<file path="config.mk">
export PLATFORM = sky130hd
export DESIGN_NAME = ahb2apb_bridge
export DESIGN_NICKNAME = d
export VERILOG_FILES = /design/src/rtl/ahb_apb_pkg.sv /design/src/rtl/ahb2apb_bridge.sv
export SDC_FILE = /design/constraint.sdc
export NUM_CORES = 1
export LEC_CHECK = 0
export CORE_ASPECT_RATIO = 0.8
export CORE_MARGIN = 2
export CORE_UTILIZATION = 42
export DETAILED_ROUTE_END_ITERATION = 10
export PLACE_DENSITY = 0.85
export SYNTH_ARGS = -nofsm -noshare
export SYNTH_HDL_FRONTEND = slang
export SYNTH_SLANG_ARGS = --single-unit
</file>
<file path="constraint.sdc">
create_clock -name clk -period 8 [get_ports clk]
set_clock_uncertainty 0.15 [all_clocks]
set_input_delay 1.2 -clock clk [delete_from_list [all_inputs] [get_ports clk]]
set_output_delay 1.2 -clock clk [all_outputs]
set_load 0.01 [all_outputs]
</file>
<file path="src/rtl/ahb_apb_pkg.sv">
// ahb_apb_pkg: AHB-Lite/APB encodings and the bridge state type shared by the bridge.
package ahb_apb_pkg;
   localparam logic [1:0] HTRANS_IDLE   = 2'b00;
   localparam logic [1:0] HTRANS_BUSY   = 2'b01;
   localparam logic [1:0] HTRANS_NONSEQ = 2'b10;
   localparam logic [1:0] HTRANS_SEQ    = 2'b11;
   localparam logic [2:0] HSIZE_WORD    = 3'b010;
   localparam logic       HRESP_OKAY    = 1'b0;
   localparam logic       HRESP_ERROR   = 1'b1;
   typedef enum logic [2:0] {IDLE, WDATA, SETUP, ACCESS, DONE, ERR1, ERR2} state_t;
endpackage

</file>
<file path="src/rtl/ahb2apb_bridge.sv">
// ahb2apb_bridge: AHB-Lite slave to APB3 master, one stalled transfer at a time.
// Define AHB2APB_TIMEOUT_EN to abort ACCESS after TIMEOUT_CYCLES wait cycles.
module ahb2apb_bridge
   import ahb_apb_pkg::*;
#(
   parameter int ADDR_W         = 32,
   parameter int TIMEOUT_CYCLES = 255
) (
   input  logic              clk,
   input  logic              reset,
   input  logic [ADDR_W-1:0] haddr,
   input  logic              hwrite,
   input  logic [2:0]        hsize,
   input  logic [1:0]        htrans,
   input  logic [31:0]       hwdata,
   input  logic              hsel,
   input  logic              hreadyin,
   output logic              hreadyout,
   output logic [31:0]       hrdata,
   output logic              hresp,
   output logic [ADDR_W-1:0] paddr,
   output logic              pwrite,
   output logic              psel,
   output logic              penable,
   output logic [31:0]       pwdata,
   input  logic [31:0]       prdata,
   input  logic              pready,
   input  logic              pslverr
);
   state_t state;
   logic   accept;
   logic   timeout;

   assign accept = (state == IDLE || state == DONE || state == ERR2) && hsel && hreadyin &&
                   (htrans == HTRANS_NONSEQ || htrans == HTRANS_SEQ);

`ifdef AHB2APB_TIMEOUT_EN
   localparam int CNT_W = $clog2(TIMEOUT_CYCLES + 1);
   logic [CNT_W-1:0] cnt;

   // Fires on the wait cycle that brings the count up to TIMEOUT_CYCLES.
   assign timeout = cnt == CNT_W'(TIMEOUT_CYCLES - 1);

   always_ff @(posedge clk or posedge reset) begin
      if (reset)
         cnt <= '0;
      else if (state == SETUP)
         cnt <= '0;
      else if (state == ACCESS && !pready)
         cnt <= cnt + 1'b1;
   end
`else
   localparam int unused_timeout_cycles = TIMEOUT_CYCLES;
   assign timeout = 1'b0;
`endif

   always_ff @(posedge clk or posedge reset) begin
      if (reset) begin
         state     <= IDLE;
         hreadyout <= 1'b1;
         hresp     <= HRESP_OKAY;
         hrdata    <= '0;
         psel      <= 1'b0;
         penable   <= 1'b0;
         pwrite    <= 1'b0;
         paddr     <= '0;
         pwdata    <= '0;
      end else begin
         case (state)
            IDLE, DONE, ERR2:
               if (accept) begin
                  paddr     <= haddr;
                  pwrite    <= hwrite;
                  hreadyout <= 1'b0;
                  if (hsize != HSIZE_WORD) begin
                     state <= ERR1;
                     hresp <= HRESP_ERROR;
                  end else begin
                     state <= hwrite ? WDATA : SETUP;
                     psel  <= !hwrite;
                     hresp <= HRESP_OKAY;
                  end
               end else begin
                  state     <= IDLE;
                  hreadyout <= 1'b1;
                  hresp     <= HRESP_OKAY;
               end
            WDATA: begin
               pwdata <= hwdata;
               psel   <= 1'b1;
               state  <= SETUP;
            end
            SETUP: begin
               penable <= 1'b1;
               state   <= ACCESS;
            end
            ACCESS:
               // A completing pready takes priority over a coincident timeout.
               if (pready || timeout) begin
                  psel    <= 1'b0;
                  penable <= 1'b0;
                  if (pready && !pslverr) begin
                     state     <= DONE;
                     hreadyout <= 1'b1;
                     if (!pwrite)
                        hrdata <= prdata;
                  end else begin
                     state <= ERR1;
                     hresp <= HRESP_ERROR;
                  end
               end
            ERR1: begin
               state     <= ERR2;
               hreadyout <= 1'b1;
            end
            default: state <= IDLE;
         endcase
      end
   end
endmodule

</file>
==> summary.txt, run 1 <==
Top delay family on crit path: simple AND/OR/NAND/NOR gates
Mapped Area: 3980 um2
Site Rows: 31
Final ANT Viol Nets: 0
count of buffer and inverter cells on the critical path: 1
Post-Syn Area per Cell: 16.0 um2
Netlist cell types: 26
final WL: 9550 um
Placer Congestion: 0.753
Antenna Cells: 0
most frequent cells in the layout: clkdlybuf4s50_1, dfrtp_1, mux2_2
slowest stage delay, CP: 440 ps
root buffer selected by CTS: clkbuf_16
layout cells sized above 1: 0.261
vias in the first global route: 3,071
worst setup path end: psel
Critical-path top delay cell: clkdlybuf4s50_1
Worst slew margin: 0.449
reg-to-reg startpoint: state[1]
clock sinks: 104
critical-path maximum fanout: 5
Max Cap Viol: 0
cts bufs inserted: 9
Worst setup SP type: input pin
RSZ-0062 raised after global routing: false
final net count: 568
CTS resizes: 0
number of cells on the critical path: 5
min Tclk post-route: 2930 ps
FF-to-FF setup slack: 6010 ps
PnR worst setup slack: 5070 ps
worst-skew pair later-pin latency: 320 ps
Hold Path Class: flip-flop to flip-flop
Port Buffers: 207
first-pass GRT wire length: 15,600 um
Synth area leaders: dfrtp_1, mux2_2, buf_2
mux contribution to synthesized area: 0.280
die width: 113 um
Adder-Cell Fraction of Synth Area: 0
P&R area growth vs syn: 62.8%
Post-Syn Nets: 356
main combinational cell family by area after synthesis: multiplexers
final setup fails: 0
run status: finished clean
sequential share of the synthesized area: 0.655
clock transition at the registers of the reported paths: 70 ps
die area: 10,300 um2
# hold bufs at CTS: 0
DRC viols: 0
pre-CTS setup slack: 4710 ps
Wirelength per Cell: 16.5 um
cells after synthesis: 248
post-CTS setup buffer count: 0
io pins: 209
post-synthesis compound-gate area fraction: 0.0198
Starting Density: 0.436
Die Y-Extent: 91.0 um
GRT overflow: 0
Post-Synth Simple-Gate Area: 0.0274
CTS tree: done
WP data arrival: 2990 ps
Leak: 2.71 nW
Vias/cell: 4.87
Worst Path Required: 8060 ps
fraction of synthesized cell area in xor and xnor cells: 0
Seq cells post-synth: 104
via count: 2,816
Fin Setup TNS: 0 ps
pwr dens: 382 nW/um2
CTS H-tree lvls: 3
CP cell instances: clkdlybuf4s50_1, or3b_4, or3_1, a221oi_2, mux2_2
most common cell after layout, fill and taps aside: clkdlybuf4s50_1
CTS max path bufs: 2
Final Hold Viols: 0
Max Slew Vio Count: 0
worst-margin pin slew: 826 ps
drt initial violations: 93
cell taking the most area after synthesis: dfrtp_1
DP Wirelength: 7340 um
Ys Warns: 0
endpoint type of the worst setup path: flip-flop
reg2reg end: psel
worst hold stages: 1
IR drop worst, VDD: 0.202 mV
1st-pass router iterations: 4
CP Launch Point: hsize[1]
maximum clock rate: 0.341 GHz
Crit Path Class: input pin to flip-flop
gr usage total: 0.192
post-route clock period utilization: 0.366
post-synth top area share: 0.648
initial antenna violation count: 0
Core Box Area: 9110 um2
worst reg2reg path depth: 4
largest net degree at the start of global routing: 67
==> stage by stage <==
step	instances	hold slack (ps)	util	area [um2]	power, mW
after floorplan	248	360	-	3980	1.41
after global placement	564	316	0.678	6180	2.02
after detailed placement	564	330	0.678	6180	2.07
after CTS	578	354	0.710	6470	2.51
after global routing	578	366	0.710	6470	2.62
final	578	352	0.710	6470	2.47
==> sequential cells by signal, indices dropped and copies added (netlist names) <==
register / cells
hrdata: 32
psel: 1
hreadyout: 1
penable: 1
hresp: 1
paddr: 32
pwrite: 1
pwdata: 32
state: 3
==> synth_stat cells (all sizes together) <==
library cell  count
mux2i             1
a22oi             1
nand2             6
nand3b            2
a21oi             2
or3b              1
o211ai            1
buf              10
nor2b             1
a21o              1
inv               2
nand3             1
nor2              4
clkbuf            1
nor3              3
mux2             98
o21ai             3
a221oi            1
dfrtp           103
a22o              1
dfstp             1
nand2b            2
a31oi             1
or3               1
==> cell type report <==
type | count | area, um2
clock buffer | 10 | 239
clock inverter | 4 | 55.1
fill | 661 | 2650
inverter | 2 | 10.0
multi-input combinational | 131 | 1310
sequential | 104 | 2600
tap | 115 | 144
timing repair buffer | 212 | 2110
==> power by group <==
group | internal (mW) | leakage [nW] | switching, mW | total [mW]
combinational | 0.718 | 1.31 | 0.401 | 1.12
clock | 0.249 | 0.141 | 0.179 | 0.429
sequential | 0.790 | 1.25 | 0.135 | 0.924
==> worst reg2reg max path: cells and delay by family (launching register included) <==
family / cells / cell delay (ps)
and+or+nand+nor: 2 / 670
DFF: 1 / 430
muxes: 1 / 360
AOI/OAI and AO/OA: 1 / 270
==> cell families (layout without fill, tap and decap cells) <==
group | after synthesis | after routing
buffers and inverters | 13 | 228
and+or+nand+nor | 21 | 21
AOI/OAI and AO/OA | 11 | 11
muxes | 99 | 99
DFF | 104 | 104
==> routing by layer <==
metal	up-vias	GRT usage	part of all wire
li1	1302	-	-
met1	1389	0.231	0.38
met2	116	0.332	0.53
met3	9	0.0668	0.076
met4	0	0.0498	0.011
met5	-	0	0
==> worst min-delay path by stage <==
stage / start / end / slack (ps)
floorplan: state[1] / state[1] / 360
CTS: penable / penable / 350
detailed placement: paddr[1] / paddr[1] / 330
global placement: paddr[1] / paddr[1] / 320
finish: paddr[1] / paddr[1] / 350
global route: penable / penable / 370
No activity file was read; power rests on OpenSTA's default activity.
==> run 2: changes to the inputs <==
Settings changed: CORE_UTILIZATION 42 to 36, PLACE_DENSITY 0.85 to 0.77.
Clock period 8 ns to 2.6 ns, I/O delays scaled along.
==> run 2 against run 1 <==
  * First-iteration DRC count is 41% lower
  * Final area is 0.89% higher
  * Clock power increased to 2.9 times the previous value
  * Hold slack got worse by 11 ps
  * Critical path depth unchanged
  * Critical path type unchanged
  * Largest power group unchanged
==> summary.txt, run 2 (same netlist as run 1, synthesis figures left out) <==
run status: finished clean
die width: 121 um
Port Buffers: 207
root buffer selected by CTS: clkbuf_16
clock sinks: 104
PnR worst setup slack: 492 ps
die area: 11,900 um2
worst-margin pin slew: 611 ps
cts bufs inserted: 9
sw frac: 0.297
most common cell after layout, fill and taps aside: clkdlybuf4s50_1
Internal Dissipation: 5.30 mW
vias in the first global route: 3,039
CTS resizes: 0
drt initial violations: 55
Placer Congestion: 0.796
Final ANT Viol Nets: 0
Fin Setup TNS: 0 ps
CTS tree: done
Final Hold Viols: 0
first-pass GRT wire length: 15,200 um
Clk pwr share: 0.167
Core Box Area: 10,800 um2
final setup fails: 0
Max Cap Viol: 0
Worst slew margin: 0.592
1st-pass router iterations: 4
fin cells: 610
FF-to-FF setup slack: 630 ps
gr usage total: 0.162
post-CTS setup buffer count: 0
min Tclk post-route: 2110 ps
Critical-path top delay cell: or3b_4
post-route clock period utilization: 0.811
count of buffer and inverter cells on the critical path: 1
CTS max path bufs: 2
P&R area growth vs syn: 64.2%
initial antenna violation count: 0
clock transition at the registers of the reported paths: 70 ps
pwr dens: 1160 nW/um2
Wirelength per Cell: 15.3 um
Crit Path Class: input pin to flip-flop
WP data arrival: 2180 ps
Top delay family on crit path: simple AND/OR/NAND/NOR gates
Antenna Cells: 0
Die Y-Extent: 98.0 um
RSZ-0062 raised after global routing: false
# hold bufs at CTS: 0
final WL: 9310 um
biggest regs: hrdata (32), paddr (32), pwdata (32)
DRC viols: 0
total chip power: 7.55 mW
Starting Density: 0.368
slowest stage delay, CP: 430 ps
via count: 2,854
largest net degree at the start of global routing: 61
Worst Path Required: 2670 ps
Leak: 2.71 nW
sequential share of power: 0.377
worst-skew pair later-pin latency: 330 ps
count of filler cells inserted in the layout: 890
CTS H-tree lvls: 3
final net count: 569
Hold WS: 341 ps
layout cells sized above 1: 0.266
critical-path maximum fanout: 5
Site Rows: 34
Hold Path Class: input pin to asynchronous set/reset pin
most frequent cells in the layout: clkdlybuf4s50_1, dfrtp_1, mux2_2
io pins: 209
pre-CTS setup slack: 131 ps
endpoint type of the worst setup path: flip-flop
Max Slew Vio Count: 0
GRT overflow: 0
Logic pwr share: 0.456
DP Wirelength: 7160 um
maximum clock rate: 0.474 GHz
Sw Pwr: 2.24 mW
CP cell instances: clkdlybuf4s50_1, or3b_4, or3_1, a221oi_2, mux2_2
placed cell count: 594
Vias/cell: 4.68
IR drop worst, VDD: 0.533 mV
Worst setup SP type: input pin
-- run 2: metal layers --
| metal | vias up | share of wire | global-route usage |
|---|---|---|---|
| li1 | 1309 | - | - |
| met1 | 1426 | 0.42 | 0.199 |
| met2 | 111 | 0.50 | 0.270 |
| met3 | 8 | 0.081 | 0.0631 |
| met4 | 0 | 0.0077 | 0.0398 |
| met5 | - | 0 | 0 |
-- run 2: worst register-to-register path, delay by kind of cell (launching register included) --
kind             cells  cell delay, ps
AO/OA/AOI/OAI        1             270
flip-flops           1             430
multiplexers         1             350
AND/OR/NAND/NOR      2             660
-- run 2: area by class of cell --
class	count	area [um2]	area share
multi-input combinational	131	1310	0.200
clock buffer	9	225	0.0345
clock inverter	7	56.3	0.00863
inverter	2	11.3	0.00173
sequential	104	2600	0.399
tap	144	180	0.0276
timing repair buffer	213	2140	0.328
-- run 2: per-stage QoR --
step / instance area, um2 / util
3_5_place_dp: 6250 / 0.578
4_1_cts: 6530 / 0.604
3_3_place_gp: 6250 / 0.578
5_1_grt: 6530 / 0.604
2_1_floorplan: 3980 / -
6_report: 6530 / 0.604
-- run 2: power by group through the flow --
| stage | Sequential, mW | Clock, mW | Combinational, mW |
|---|---|---|---|
| floorplan | 3.22 | 0 | 1.13 |
| global placement | 2.83 | 0 | 3.42 |
| detailed placement | 2.88 | 0 | 3.49 |
| CTS | 2.86 | 1.32 | 3.50 |
| global route | 2.96 | 1.38 | 3.67 |
| finish | 2.85 | 1.26 | 3.44 |
-- run 2: path summary, 6_finish.rpt --
check | from | to | cells past startpoint
worst max-delay path | hsize[0] | psel | 5
worst min-delay path | reset | paddr[27] | 3
worst max register to register | state[1] | psel | 4
worst min register to register | pwdata[24] | pwdata[24] | 1
max in group asynchronous | reset | hreadyout | 3
min in group clk | pwdata[24] | pwdata[24] | 1
